<file path="config.mk">
export PLATFORM = sky130hd
export DESIGN_NAME = id_mex_stage_flat
export DESIGN_NICKNAME = d
export VERILOG_FILES = /design/src/rtl/cpu_pkg.sv /design/src/rtl/id_mex_stage_if.sv /design/src/rtl/id_mex_stage_hazard_detect.sv /design/src/rtl/id_mex_stage.sv /design/src/flat_wrapper.sv
export SDC_FILE = /design/constraint.sdc
export NUM_CORES = 1
export LEC_CHECK = 0
export CAP_MARGIN = 20
export CORE_ASPECT_RATIO = 1.1
export CORE_MARGIN = 1
export CORE_UTILIZATION = 43
export CTS_CLUSTER_DIAMETER = 30
export DETAILED_ROUTE_END_ITERATION = 8
export MAX_ROUTING_LAYER = met4
export PLACE_DENSITY = 0.84
export SETUP_SLACK_MARGIN = 0.5
export SLEW_MARGIN = 20
export SYNTH_ARGS = -nofsm -noshare
export SYNTH_HDL_FRONTEND = slang
export SYNTH_SLANG_ARGS = --single-unit
</file>
<file path="constraint.sdc">
create_clock -name clk -period 2.4 [get_ports clk]
set_clock_uncertainty 0.2 [all_clocks]
set_input_delay 0.36 -clock clk [delete_from_list [all_inputs] [get_ports clk]]
set_output_delay 0.36 -clock clk [all_outputs]
set_load 0.005 [all_outputs]
</file>
<file path="src/rtl/cpu_pkg.sv">
// Shared CPU definitions: default datapath widths, ALU function codes and the
// ID/MEX pipeline-register state encoding.
package cpu_pkg;

    localparam int unsigned DataWDefault = 16;
    localparam int unsigned RegWDefault  = 3;
    localparam int unsigned AluFuncW     = 4;

    localparam logic [AluFuncW-1:0] AluAdd  = 4'h0;
    localparam logic [AluFuncW-1:0] AluSub  = 4'h1;
    localparam logic [AluFuncW-1:0] AluAnd  = 4'h2;
    localparam logic [AluFuncW-1:0] AluOr   = 4'h3;
    localparam logic [AluFuncW-1:0] AluXor  = 4'h4;
    localparam logic [AluFuncW-1:0] AluSll  = 4'h5;
    localparam logic [AluFuncW-1:0] AluSrl  = 4'h6;
    localparam logic [AluFuncW-1:0] AluSra  = 4'h7;
    localparam logic [AluFuncW-1:0] AluSlt  = 4'h8;
    localparam logic [AluFuncW-1:0] AluPass = 4'h9;

    typedef enum logic {
        StRun  = 1'b0,
        StHold = 1'b1
    } mex_state_e;

    function automatic logic [15:0] sat_inc16(input logic [15:0] v);
        return (v == 16'hFFFF) ? v : v + 16'd1;
    endfunction

endpackage

</file>
<file path="src/rtl/id_mex_stage_if.sv">
// ID -> MEX pipeline-register bus: decoded fields and hazard controls in,
// registered id_mex_* fields and the IF/ID stall out.
interface id_mex_stage_if
    import cpu_pkg::*;
#(
    parameter int unsigned DATA_W = DataWDefault,
    parameter int unsigned REG_W  = RegWDefault
);

    logic                id_valid;
    logic [REG_W-1:0]    id_reg1;
    logic [REG_W-1:0]    id_reg2;
    logic [REG_W-1:0]    id_wrt_reg;
    logic [AluFuncW-1:0] id_alu_func;
    logic [DATA_W-1:0]   id_rd1_data;
    logic [DATA_W-1:0]   id_rd2_data;
    logic [DATA_W-1:0]   id_imm;
    logic                id_mem_read;
    logic                id_mem_write;
    logic                id_reg_write;
    logic                mem_busy;
    logic                flush;

    logic                id_stall;
    logic                id_mex_valid;
    logic [REG_W-1:0]    id_mex_reg1;
    logic [REG_W-1:0]    id_mex_reg2;
    logic [REG_W-1:0]    id_mex_wrt_reg;
    logic [AluFuncW-1:0] id_mex_alu_func;
    logic [DATA_W-1:0]   id_mex_rd1;
    logic [DATA_W-1:0]   id_mex_rd2;
    logic [DATA_W-1:0]   id_mex_imm;
    logic                id_mex_mem_read;
    logic                id_mex_mem_write;
    logic                id_mex_reg_write;

    modport master (
        output id_valid, id_reg1, id_reg2, id_wrt_reg, id_alu_func,
               id_rd1_data, id_rd2_data, id_imm,
               id_mem_read, id_mem_write, id_reg_write, mem_busy, flush,
        input  id_stall, id_mex_valid, id_mex_reg1, id_mex_reg2, id_mex_wrt_reg,
               id_mex_alu_func, id_mex_rd1, id_mex_rd2, id_mex_imm,
               id_mex_mem_read, id_mex_mem_write, id_mex_reg_write
    );

    modport slave (
        input  id_valid, id_reg1, id_reg2, id_wrt_reg, id_alu_func,
               id_rd1_data, id_rd2_data, id_imm,
               id_mem_read, id_mem_write, id_reg_write, mem_busy, flush,
        output id_stall, id_mex_valid, id_mex_reg1, id_mex_reg2, id_mex_wrt_reg,
               id_mex_alu_func, id_mex_rd1, id_mex_rd2, id_mex_imm,
               id_mex_mem_read, id_mex_mem_write, id_mex_reg_write
    );

endinterface

</file>
<file path="src/rtl/id_mex_stage_hazard_detect.sv">
// Load-use detector: a load sitting in MEX whose destination matches either
// source register of the instruction currently in ID.
module hazard_detect
    import cpu_pkg::*;
#(
    parameter int unsigned REG_W = RegWDefault
) (
    input  logic             mex_valid_i,
    input  logic             mex_mem_read_i,
    input  logic [REG_W-1:0] mex_wrt_reg_i,
    input  logic             id_valid_i,
    input  logic [REG_W-1:0] id_reg1_i,
    input  logic [REG_W-1:0] id_reg2_i,
    output logic             load_use_o
);

    logic reg_match;

    // reg2 is compared even for immediate forms; an occasional extra bubble is harmless.
    assign reg_match  = (mex_wrt_reg_i == id_reg1_i) | (mex_wrt_reg_i == id_reg2_i);
    assign load_use_o = mex_valid_i & mex_mem_read_i & id_valid_i & reg_match;

endmodule

</file>
<file path="src/rtl/id_mex_stage.sv">
// ID/MEX pipeline register with load-use bubbles, memory-wait hold and branch flush.
// Define ID_MEX_PERF_CNT_EN to add the bubble_cnt/hold_cnt performance counters.
module id_mex_stage
    import cpu_pkg::*;
#(
    parameter int unsigned DATA_W = DataWDefault,
    parameter int unsigned REG_W  = RegWDefault
) (
    input  logic          clk,
    input  logic          rst,
    id_mex_stage_if.slave bus
`ifdef ID_MEX_PERF_CNT_EN
    ,
    output logic [15:0]   bubble_cnt,
    output logic [15:0]   hold_cnt
`endif
);

    typedef struct packed {
        logic                valid;
        logic [REG_W-1:0]    reg1;
        logic [REG_W-1:0]    reg2;
        logic [REG_W-1:0]    wrt_reg;
        logic [AluFuncW-1:0] alu_func;
        logic [DATA_W-1:0]   rd1;
        logic [DATA_W-1:0]   rd2;
        logic [DATA_W-1:0]   imm;
        logic                mem_read;
        logic                mem_write;
        logic                reg_write;
    } id_mex_t;

    mex_state_e state_q, state_d;
    logic       flush_pending_q, flush_pending_d;
    id_mex_t    pipe_q, pipe_d;
    id_mex_t    id_capture;
    logic       load_use;

    hazard_detect #(
        .REG_W (REG_W)
    ) u_hazard_detect (
        .mex_valid_i    (pipe_q.valid),
        .mex_mem_read_i (pipe_q.mem_read),
        .mex_wrt_reg_i  (pipe_q.wrt_reg),
        .id_valid_i     (bus.id_valid),
        .id_reg1_i      (bus.id_reg1),
        .id_reg2_i      (bus.id_reg2),
        .load_use_o     (load_use)
    );

    // Invalid instructions flow through but can never write or touch memory.
    always_comb begin
        id_capture           = '0;
        id_capture.valid     = bus.id_valid;
        id_capture.reg1      = bus.id_reg1;
        id_capture.reg2      = bus.id_reg2;
        id_capture.wrt_reg   = bus.id_wrt_reg;
        id_capture.alu_func  = bus.id_alu_func;
        id_capture.rd1       = bus.id_rd1_data;
        id_capture.rd2       = bus.id_rd2_data;
        id_capture.imm       = bus.id_imm;
        id_capture.mem_read  = bus.id_mem_read & bus.id_valid;
        id_capture.mem_write = bus.id_mem_write & bus.id_valid;
        id_capture.reg_write = bus.id_reg_write & bus.id_valid;
    end

    always_comb begin
        state_d         = state_q;
        flush_pending_d = flush_pending_q;
        pipe_d          = pipe_q;
        if (bus.mem_busy) begin
            // MEX is frozen; a flush seen now is applied once it unfreezes.
            state_d = StHold;
            if (bus.flush) begin
                flush_pending_d = 1'b1;
            end
        end else begin
            state_d         = StRun;
            flush_pending_d = 1'b0;
            if (bus.flush || flush_pending_q || load_use) begin
                pipe_d = '0;
            end else begin
                pipe_d = id_capture;
            end
        end
    end

    always_ff @(posedge clk) begin
        if (rst) begin
            state_q         <= StRun;
            flush_pending_q <= 1'b0;
            pipe_q          <= '0;
        end else begin
            state_q         <= state_d;
            flush_pending_q <= flush_pending_d;
            pipe_q          <= pipe_d;
        end
    end

    assign bus.id_stall = ~rst & ((state_q == StHold) | bus.mem_busy | load_use);

    assign bus.id_mex_valid     = pipe_q.valid;
    assign bus.id_mex_reg1      = pipe_q.reg1;
    assign bus.id_mex_reg2      = pipe_q.reg2;
    assign bus.id_mex_wrt_reg   = pipe_q.wrt_reg;
    assign bus.id_mex_alu_func  = pipe_q.alu_func;
    assign bus.id_mex_rd1       = pipe_q.rd1;
    assign bus.id_mex_rd2       = pipe_q.rd2;
    assign bus.id_mex_imm       = pipe_q.imm;
    assign bus.id_mex_mem_read  = pipe_q.mem_read;
    assign bus.id_mex_mem_write = pipe_q.mem_write;
    assign bus.id_mex_reg_write = pipe_q.reg_write;

`ifdef ID_MEX_PERF_CNT_EN
    logic        load_use_bubble;
    logic [15:0] bubble_cnt_q;
    logic [15:0] hold_cnt_q;

    // Only bubbles caused by the hazard itself; a flush bubble that hides one is not counted.
    assign load_use_bubble = load_use & ~bus.mem_busy & ~bus.flush & ~flush_pending_q;

    always_ff @(posedge clk) begin
        if (rst) begin
            bubble_cnt_q <= '0;
            hold_cnt_q   <= '0;
        end else begin
            if (load_use_bubble) begin
                bubble_cnt_q <= sat_inc16(bubble_cnt_q);
            end
            if (bus.mem_busy) begin
                hold_cnt_q <= sat_inc16(hold_cnt_q);
            end
        end
    end

    assign bubble_cnt = bubble_cnt_q;
    assign hold_cnt   = hold_cnt_q;
`endif

endmodule
</file>
<file path="src/flat_wrapper.sv">
// flat-port wrapper written by rule: the top's interface ports become plain ports
module id_mex_stage_flat import cpu_pkg::*;
#(
    parameter int unsigned DATA_W = DataWDefault,
    parameter int unsigned REG_W  = RegWDefault
)
  (clk, rst, bus_id_valid, bus_id_reg1, bus_id_reg2, bus_id_wrt_reg, bus_id_alu_func, bus_id_rd1_data, bus_id_rd2_data, bus_id_imm, bus_id_mem_read, bus_id_mem_write, bus_id_reg_write, bus_mem_busy, bus_flush, bus_id_stall, bus_id_mex_valid, bus_id_mex_reg1, bus_id_mex_reg2, bus_id_mex_wrt_reg, bus_id_mex_alu_func, bus_id_mex_rd1, bus_id_mex_rd2, bus_id_mex_imm, bus_id_mex_mem_read, bus_id_mex_mem_write, bus_id_mex_reg_write);
  id_mex_stage_if #(.DATA_W(DATA_W), .REG_W(REG_W)) bus_i ();
  input  logic clk;
  input  logic rst;
  input wire logic [$bits(bus_i.id_valid)-1:0] bus_id_valid;
  input wire logic [$bits(bus_i.id_reg1)-1:0] bus_id_reg1;
  input wire logic [$bits(bus_i.id_reg2)-1:0] bus_id_reg2;
  input wire logic [$bits(bus_i.id_wrt_reg)-1:0] bus_id_wrt_reg;
  input wire logic [$bits(bus_i.id_alu_func)-1:0] bus_id_alu_func;
  input wire logic [$bits(bus_i.id_rd1_data)-1:0] bus_id_rd1_data;
  input wire logic [$bits(bus_i.id_rd2_data)-1:0] bus_id_rd2_data;
  input wire logic [$bits(bus_i.id_imm)-1:0] bus_id_imm;
  input wire logic [$bits(bus_i.id_mem_read)-1:0] bus_id_mem_read;
  input wire logic [$bits(bus_i.id_mem_write)-1:0] bus_id_mem_write;
  input wire logic [$bits(bus_i.id_reg_write)-1:0] bus_id_reg_write;
  input wire logic [$bits(bus_i.mem_busy)-1:0] bus_mem_busy;
  input wire logic [$bits(bus_i.flush)-1:0] bus_flush;
  output wire logic [$bits(bus_i.id_stall)-1:0] bus_id_stall;
  output wire logic [$bits(bus_i.id_mex_valid)-1:0] bus_id_mex_valid;
  output wire logic [$bits(bus_i.id_mex_reg1)-1:0] bus_id_mex_reg1;
  output wire logic [$bits(bus_i.id_mex_reg2)-1:0] bus_id_mex_reg2;
  output wire logic [$bits(bus_i.id_mex_wrt_reg)-1:0] bus_id_mex_wrt_reg;
  output wire logic [$bits(bus_i.id_mex_alu_func)-1:0] bus_id_mex_alu_func;
  output wire logic [$bits(bus_i.id_mex_rd1)-1:0] bus_id_mex_rd1;
  output wire logic [$bits(bus_i.id_mex_rd2)-1:0] bus_id_mex_rd2;
  output wire logic [$bits(bus_i.id_mex_imm)-1:0] bus_id_mex_imm;
  output wire logic [$bits(bus_i.id_mex_mem_read)-1:0] bus_id_mex_mem_read;
  output wire logic [$bits(bus_i.id_mex_mem_write)-1:0] bus_id_mex_mem_write;
  output wire logic [$bits(bus_i.id_mex_reg_write)-1:0] bus_id_mex_reg_write;
  assign bus_i.id_valid = bus_id_valid;
  assign bus_i.id_reg1 = bus_id_reg1;
  assign bus_i.id_reg2 = bus_id_reg2;
  assign bus_i.id_wrt_reg = bus_id_wrt_reg;
  assign bus_i.id_alu_func = bus_id_alu_func;
  assign bus_i.id_rd1_data = bus_id_rd1_data;
  assign bus_i.id_rd2_data = bus_id_rd2_data;
  assign bus_i.id_imm = bus_id_imm;
  assign bus_i.id_mem_read = bus_id_mem_read;
  assign bus_i.id_mem_write = bus_id_mem_write;
  assign bus_i.id_reg_write = bus_id_reg_write;
  assign bus_i.mem_busy = bus_mem_busy;
  assign bus_i.flush = bus_flush;
  assign bus_id_stall = bus_i.id_stall;
  assign bus_id_mex_valid = bus_i.id_mex_valid;
  assign bus_id_mex_reg1 = bus_i.id_mex_reg1;
  assign bus_id_mex_reg2 = bus_i.id_mex_reg2;
  assign bus_id_mex_wrt_reg = bus_i.id_mex_wrt_reg;
  assign bus_id_mex_alu_func = bus_i.id_mex_alu_func;
  assign bus_id_mex_rd1 = bus_i.id_mex_rd1;
  assign bus_id_mex_rd2 = bus_i.id_mex_rd2;
  assign bus_id_mex_imm = bus_i.id_mex_imm;
  assign bus_id_mex_mem_read = bus_i.id_mex_mem_read;
  assign bus_id_mex_mem_write = bus_i.id_mex_mem_write;
  assign bus_id_mex_reg_write = bus_i.id_mex_reg_write;
  id_mex_stage #(.DATA_W(DATA_W), .REG_W(REG_W)) u_core (.clk(clk), .rst(rst), .bus(bus_i));
endmodule
</file>
==> results of run 1 <==
==> kinds of logic (layout without fill, tap and decap cells) <==
logic type,Yosys count,after routing,synth area share (%)
DFF,67,67,48.6
buffers and inverters,36,161,6.16
and+or+nand+nor,73,73,18.9
other,0,2,0
xor gates and xnor gates,6,6,1.90
AOI/OAI and AO/OA,67,67,24.4
==> routing by layer <==
metal  vias to the layer above  part of all wire, %
met5                         -                    0
met4                         0                  1.5
met3                        10                  5.1
met2                        84                   51
met1                      1291                   42
li1                       1231                    -
==> cells in the final DEF (no fill, tap or decap), types with 3 or more instances in the layout <==
| cell | netlist | routed |
|---|---|---|
| dfxtp_1 | 67 | 62 |
| nand2_1 | 3 | 3 |
| dlygate4sd2_1 | 0 | 7 |
| nor3_1 | 3 | 3 |
| a32o_1 | 65 | 65 |
| dfxtp_4 | 0 | 3 |
| xnor2_2 | 0 | 4 |
| nor3b_1 | 62 | 62 |
| buf_4 | 5 | 7 |
| clkdlybuf4s50_1 | 0 | 125 |
| clkbuf_1 | 17 | 3 |
| clkbuf_8 | 0 | 10 |
==> per-stage QoR <==
step           setup TNS [ps]  util [%]  area (sq um)
2_1_floorplan               0         -          2760
3_3_place_gp             -153      66.7          4130
3_5_place_dp             -166      66.7          4130
4_1_cts                     0      70.7          4380
5_1_grt                     0      71.1          4400
6_report                    0      71.1          4400
==> critical path: cells and delay by family, from the launching register on <==
kind | cells | cell delay [ps]
simple gates | 1 | 140
buf+inv | 1 | 160
xor+xnor | 1 | 120
compound gates | 1 | 210
flops | 1 | 400
==> cell type report <==
cell class / instances / area (sq um) / area share (%)
tap: 80 / 100 / 2.27
clock inverter: 2 / 12.5 / 0.284
inverter: 1 / 3.75 / 0.0853
timing repair buffer: 145 / 1440 / 32.7
sequential: 67 / 1360 / 30.8
clock buffer: 13 / 149 / 3.38
multi-input combinational: 146 / 1340 / 30.4
antenna: 2 / 5.00 / 0.114
==> worst paths after layout <==
path | startpoint | end | slack [ps] | cells past startpoint
max | u_core.bus.id_mex_wrt_reg[1] | bus_id_stall | 480 | 4
min | u_core.bus.id_mex_reg1[0] | u_core.bus.id_mex_reg1[0] | 270 | 1
max reg2reg | u_core.bus.id_mex_wrt_reg[0] | u_core.bus.id_mex_rd2[11] | 680 | 4
min reg2reg | u_core.bus.id_mex_reg1[0] | u_core.bus.id_mex_reg1[0] | 270 | 1
==> power breakdown <==
group          total (mW)  switching (mW)  internal, mW  leakage, nW
clock network       0.790           0.393         0.397       0.0795
registers            1.18          0.0235          1.15        0.549
logic               0.396           0.148         0.248        0.847
total                2.36           0.565          1.80         1.48
==> timing repair <==
action | 4_1_cts | 5_1_grt
pin swaps | 8 | 2
gates resized for setup | 26 | 4
endpoints found under the setup margin | 66 | 63
buffers inserted | 3 | 0
==> impl_metrics.yaml, run 1 <==
outcome:
  status: "finished clean"
logic_synthesis:
  synth_area_leaders: "dfxtp_1, a32o_1, nor3b_1"
  ys_types: 17
  synthCells: 249
  syn_area_sq_um: 2760
  yosys_most_used_dff: "dfxtp_1"
  avgSynthCellArea_sq_um: 11.1
  synth_most_common_cell: "dfxtp_1"
  seq_area_frac_synth_pct: 48.6
  synth_top_area_share_pct: 48.6
  synthesis.nets: 318
  synth_edf_count: 0
  yosys-top-cells-count: "dfxtp_1, a32o_1, nor3b_1, clkbuf_1, buf_2"
  yosysTopAreaCell: "dfxtp_1"
  ys_seq_elements: 67
  yosysWarnings: 0
  synthArstFlopShare_pct: 0
setup_path:
  worstPathMaxFanout: 4
  worst_ep_required_time_ps: 1840
  cp-start-kind: "flop"
  cp-end-kind: "output port"
  crit_path_cell_trace: "xnor2_2 > nand4_1 > a31oi_1 > buf_2"
  worst_ep_arrival_time_ps: 1360
  crit_path_top_delay_cell: "dfxtp_4"
  worst-setup-path-type: "reg -> out"
  cp_slowest_stage_delay_ps: 400
place:
  dp.cells: 436
  gp_congestion: 0.738
  port_buffers: 134
  place_hpwl_mm: 4.88
  pre_cts_ws_ps: -166
detailed_routing:
  first_pass_iters: 5
  vias: 2616
  drc: 0
  drt_iter0_markers: 215
  post_drt_wl_per_cell_um: 17.3
  drtAntennaViolNets: 0
  vias_per_cell: 5.74
  wl_mm: 7.89
clocking:
  cts.sink_count: 67
  cts_buffer_depth: 2
  clockRootBuffer: "clkbuf_8"
  cts.clk_slew.worst_paths_ps: 70
  cts_buffers: 9
  h-tree-depth: 3
  clk_latency_ps: 340
  cts_hold_buf: 0
  cts_tree: "yes"
layout:
  nets: 439
  fill_cells: 477
  syn2layout_area_growth_pct: 59.5
  layout.cells.non_filler: 456
  drive_gt1_share_pct: 10.7
pwr:
  ir_worst_vdd_mv: 0.402
  power.leakage_nw: 1.48
  power.total_mw: 2.36
  power_density_nw_per_um2: 537
global_route:
  grt_use_met3_pct: 4.47
  grt_max_degree: 66
  grt_pass1_wl_mm: 12.1
  grt_usage_pct: 23.8
  overflow: 0
  use_met1_pct: 29.1
  antenna_found_initial: 1
  top_usage_layer: "met2"
  grtUsageMet2_pct: 37.8
  grt_pass1_vias: 2498
floorplanning:
  die_h_um: 86.0
  initial_core_util_pct: 44.6
  coreArea_sq_um: 6190
  fp.dieW_um: 78.4
  num_rows: 30
  pin_count: 135
  die_area_sq_um: 6740
timing:
  setup_viol: 0
  final.setup.worst_slack_ps: 475
  whs_ps: 266
  layout_min_cycle_time_ps: 1920
  relSlewSlack_pct: 66.8
  min_period_over_period_pct: 80.2
  drv_slew: 0
  hold_viol_final: 0
  fmax_ghz: 0.519
  rsz0062_at_grt: "yes"
  worst_pin_slew_ps: 499
flow_run:
  cap_violations: 0
min_path:
  hold_path.class: "reg -> reg"
Power figures use the tool's default switching activity.
==> inputs of run 2 (changes only) <==
Settings changed: CORE_UTILIZATION 43 to 40, PLACE_DENSITY 0.84 to 0.78.
Clock period 2.4 ns to 1.8 ns, I/O delays scaled along.
==> run 2 against run 1 <==
The run now ends with negative setup slack left; count of clock-buffer cells in the layout is the same; combinational power grew 31%; cell area grew 5.7%; largest power group unchanged.
==> impl_metrics.yaml, run 2 (synthesized netlist as in run 1, its figures left out) <==
place:
  port_buffers: 134
  gp_congestion: 0.729
  place_hpwl_mm: 4.96
flow_run:
  cap_violations: 0
clocking:
  cts.clk_slew.worst_paths_ps: 70
  cts_buffer_depth: 2
  cts_tree: "yes"
  cts_buffers: 9
  h-tree-depth: 3
  cts.sink_count: 67
  clockRootBuffer: "clkbuf_8"
  clk_latency_ps: 330
  cts_hold_buf: 0
global_route:
  grt_pass1_vias: 2472
  grt_pass1_wl_mm: 12.2
  grt_usage_pct: 22.8
  antenna_found_initial: 0
  overflow: 0
  grt_max_degree: 67
outcome:
  violations: "negative setup slack"
  status: "finished, violations left"
floorplanning:
  num_rows: 31
  die_area_sq_um: 7240
  initial_core_util_pct: 41.6
  fp.dieW_um: 81.2
  die_h_um: 89.1
  coreArea_sq_um: 6630
  pin_count: 135
detailed_routing:
  drt_iter0_markers: 148
  post_drt_wl_per_cell_um: 18.9
  drtAntennaViolNets: 0
  first_pass_iters: 4
  wl_mm: 8.99
  vias_per_cell: 5.79
  drc: 0
  vias: 2752
setup_path:
  crit_path_cell_trace: "xnor2_2 > a41oi_4 > a31oi_4 > buf_6"
  worst-setup-path-type: "reg -> out"
  worstPathMaxFanout: 3
  crit_path_top_delay_cell: "dfxtp_4"
  reg2reg_depth: 6
  cp-end-kind: "output port"
  worst_ep_arrival_time_ps: 1370
  cp-start-kind: "flop"
  cp_slowest_stage_delay_ps: 370
  worst_ep_required_time_ps: 1330
layout:
  multi_input_area_sq_um: 1380
  fill_cells: 517
  nets: 457
  final_common_cell: "a32o_1"
  regArea_sq_um: 1430
  diodes: 0
  syn2layout_area_growth_pct: 68.5
  final_cell_mix: "a32o_1, buf_2, dfxtp_2"
  drive_gt1_share_pct: 49.1
timing:
  hold_viol_final: 0
  final.setup.worst_slack_ps: -41.9
  rsz0062_at_grt: "yes"
  layout_min_cycle_time_ps: 1840
  finalSetupTns_ps: -41.9
  min_period_over_period_pct: 102
  drv_slew: 0
  relSlewSlack_pct: 72.4
  fmax_ghz: 0.543
  setup_viol: 1
  worst_pin_slew_ps: 413
pwr:
  power_density_nw_per_um2: 741
  power.total_mw: 3.45
  clkPwrFrac_pct: 39.2
  switching_share_pct: 23.0
  pwr-share-comb_pct: 15.1
  p_int_mw: 2.65
  p_switching_mw: 0.794
  seqPwrFrac_pct: 45.7
  power.leakage_nw: 1.87
  ir_worst_vdd_mv: 0.471
min_path:
  min_path_cells: 1
  hold_path.class: "reg -> reg"
[run 2: worst paths after layout]
kind	endpoint	startpoint	slack (ps)
setup / recovery	bus_id_stall	u_core.bus.id_mex_wrt_reg[1]	-40
setup reg to reg	u_core.bus.id_mex_imm[2]	u_core.bus.id_mex_wrt_reg[2]	20
hold reg to reg	u_core.bus.id_mex_imm[10]	u_core.bus.id_mex_imm[10]	250
hold / removal	u_core.bus.id_mex_imm[10]	u_core.bus.id_mex_imm[10]	250
[run 2: cell type report]
type	count	share of cell area (%)
clock inverters	3	0.914
clock buffers	13	3.87
flip-flops and latches	67	30.7
multi-input cells	146	29.7
well taps	82	2.21
repair buffers	163	32.5
inverters	1	0.0807
[run 2: power by group through the flow]
stage	combinational [mW]	clock, mW	sequential, mW
floorplan	0.226	0	1.61
global placement	0.550	0	1.60
detailed placement	0.556	0	1.60
CTS	0.516	1.39	1.57
global route	0.559	1.46	1.58
finish	0.520	1.35	1.57
[run 2: metrics by stage]
stage                     hold slack [ps]  cells  setup slack [ps]  cell area, sq um  util [%]
final                                 254    475             -41.9              4650      70.1
after global routing                  265    475             -77.9              4650      70.1
after CTS                             259    464             -67.7              4380      66.0
after detailed placement              253    445              -592              4320      65.1
after global placement                246    445              -514              4320      65.1
after floorplan                       261    249               300              2900         -
[run 2: critical path: cells and delay by family, from the launching register on]
family                 cells  cell delay (ps)
buffers and inverters      1              130
flip-flops                 1              370
XOR/XNOR                   1              200
AO/OA/AOI/OAI              2              350
[run 2: timing repair]
action                                  4_1_cts  5_1_grt
gates cloned                                  0        9
gates resized for setup                     340       17
endpoints found under the setup margin      132       72
endpoints found under the hold margin         0        0
pin swaps                                     7       12
buffers inserted                              3        2
[run 2: metal layers]
layer	wire length [um]	GRT usage (%)	share of wire (%)	vias to the layer above
met1	3710	27.7	41	1352
li1	-	-	-	1273
met4	208	10.7	2.3	0
met2	4490	36.7	50	112
met5	0	-	0	-
met3	586	4.08	6.5	15
==> inputs of run 3 (changes only) <==
Settings changed: GPL_ROUTABILITY_DRIVEN set to 1.
==> results of run 3 <==
Same layout as run 2: the final DEF is identical, and so are final timing and power.
==> edit (settings of run 2) <==
The package constant `RegWDefault` goes from 3 to 5.
--- a/src/rtl/cpu_pkg.sv
+++ b/src/rtl/cpu_pkg.sv
@@ -3,7 +3,7 @@
 package cpu_pkg;
 
     localparam int unsigned DataWDefault = 16;
-    localparam int unsigned RegWDefault  = 3;
+    localparam int unsigned RegWDefault  = 5;
     localparam int unsigned AluFuncW     = 4;
 
     localparam logic [AluFuncW-1:0] AluAdd  = 4'h0;
Interface: changed (6 resized); port bits go from 135 to 147. No check against the original RTL was run, so the function may have changed too.
==> edit against run 2 <==
The run still ends with setup timing left; sequential cell count is 6 higher; routed wire length is 12% lower; critical path depth is 8 higher; final area is 2.4% lower; die area is 13% lower; setup slack worse by 0.36 ns; area after synthesis is 14% lower; fmax is 16% lower; clock power is 16% higher; critical endpoint is now u_core.bus.id_mex_wrt_reg[3]; power is 9.6% higher.
==> edit: results (changes against run 2) <==
stage,metric,value,unit,change
outcome,status,"complete, but fails checks",,
outcome,failing checks,setup timing,,
synthesis,Synth Warn #,0,,unchanged
cells_and_area,share of layout cells above drive strength 1,0.5654,,+0.07435
global_route,GRT Util Overall,0.2509,,+0.02270
power,Leak,2.078,nW,+11%
synthesis,synth unique cells,19,,+2
cts,depth of the CTS H-tree,3,,unchanged
synthesis,Post-synth EDFFs,0,,unchanged
detailed_routing,router iterations before antenna repair,4,,unchanged
placement,placer congestion estimate,0.7481,,+2.6%
power,"IR drop worst, VDD",640.4,µV,+36%
cts,CTS Buf Count,9,,unchanged
synthesis,largest cells by area after synthesis,"dfxtp_1 61%, a22o_1 25%, xnor2_1 2.9%, buf_6 1.9%, a32o_1 1.7%",,
detailed_routing,Routed WL per cell,17.23,µm,-9.0%
synthesis,register area share after synthesis,0.6138,,+0.1278
global_route,GR Overflow Total,0,,unchanged
synthesis,Synth Net Count,261,,-18%
cells_and_area,Ant. Diodes,0,,unchanged
detailed_routing,detailed-route via count,2310,,-16%
synthesis,share of flip-flops with an asynchronous set or reset,0,,unchanged
min_path,Hold Crit Class,input port to flop,,
worst_setup_path,Crit Path Max Fanout,8,,+5
cts,Max Root-Sink Buffers,2,,unchanged
placement,Detailed Place HPWL,4.842,mm,-2.3%
global_route,first-pass GRT wire length,11.39,mm,-7.0%
synthesis,Main synth FF type,dfxtp_1,,
placement,Port Buffer Count,146,,+9.0%
sta,setup ws final,-0.4026,ns,-0.3606 ns
cts,"Clk pin slew, worst setup/hold paths",0.08,ns,
sta,Tightest Pin Transition,0.3425,ns,-0.07100 ns
sta,Final Setup Violations,68,,+67
detailed_routing,Iteration-0 DRC Markers,109,,-26%
cells_and_area,# nets final,452,,-1.1%
worst_setup_path,CP arrival,2.28,ns,+0.91 ns
global_route,largest net degree at the start of global routing,35,,-48%
sta,fin crit share,1.224,,+0.2003
cts,Root Buffer,clkbuf_8,,
global_route,initial antenna violation count,0,,unchanged
synthesis,Commonest cells post-synth,"73 x dfxtp_1, 67 x a22o_1, 8 x xnor2_1",,
cts,clock latency at the later pin of the worst-skew pair,0.34,ns,
==> edit: cell types whose count changed after synthesis, moves of 5 or more <==
cell / run 2 / this run
a22o_1: 0 / 67
a32o_1: 65 / 4
nor3b_1: 62 / 3
buf_2: 13 / 3
clkbuf_1: 17 / 7
dfxtp_1: 67 / 73
buf_4: 5 / 0
==> edit: layout make-up <==
class                      instances  area, µm²
timing repair buffer             195       1763
sequential                        73       1560
fill                             371       1227
multi-input combinational         98      878.3
clock buffer                      11      141.4
clock inverter                     5      102.6
tap                               77      96.34
==> edit: where the power goes <==
group | switching, mW | internal [mW] | total (mW)
Combinational | 0.167 | 0.333 | 0.500
Clock | 0.606 | 0.957 | 1.56
Sequential | 0.0344 | 1.68 | 1.72
==> edit: layer usage <==
layer,part of all wire,up-vias,global-route usage
li1,-,1096,-
met1,0.39,1092,0.2762
met2,0.51,101,0.4164
met3,0.072,21,0.06432
met4,0.027,0,0.1111
met5,0,-,-
==> edit: worst max-delay path, stage by stage, from the launching register on <==
cell and delay, ns:
dfxtp_4 0.37, xnor2_2 0.13, nand4_1 0.12, nor3_2 0.06, buf_4 0.13, buf_6 0.11
buf_6 0.10, buf_6 0.10, nor4b_4 0.26, buf_6 0.18, buf_12 0.11, buf_12 0.10
a22o_1 0.14
==> edit: what timing repair did <==
action,4_1_cts,5_1_grt
gates resized for setup,388,6
endpoints found under the setup margin,144,80
gates cloned,3,1
buffers inserted,17,3
pin swaps,35,15
==> edit: cells by family after synthesis <==
group | synth area share
flip-flops | 0.6138
AO/OA/AOI/OAI | 0.2654
AND/OR/NAND/NOR | 0.04624
buffers and inverters | 0.03783
XOR/XNOR | 0.03679
==> edit: path summary, 6_finish.rpt <==
check                               startpoint                           end  depth (start not counted)
setup / recovery  u_core.bus.id_mex_wrt_reg[1]  u_core.bus.id_mex_wrt_reg[3]                         12
hold / removal                  bus_id_reg1[4]     u_core.bus.id_mex_reg1[4]                          2
setup reg to reg  u_core.bus.id_mex_wrt_reg[1]  u_core.bus.id_mex_wrt_reg[3]                         12
hold reg to reg    u_core.bus.id_mex_reg_write   u_core.bus.id_mex_reg_write                          1
==> edit: through the flow <==
step	hold WS (ns)	instance area (µm²)	std cells	setup TNS (ns)	setup WS, ns
floorplan	0.2026	2399	186	0	0.1375
global placement	0.2506	4135	419	-32.55	-0.6759
detailed placement	0.2530	4135	419	-34.30	-0.7072
CTS	0.1193	4462	455	-23.32	-0.3917
global route	0.1161	4542	459	-28.88	-0.4718
finish	0.1248	4542	459	-24.66	-0.4026
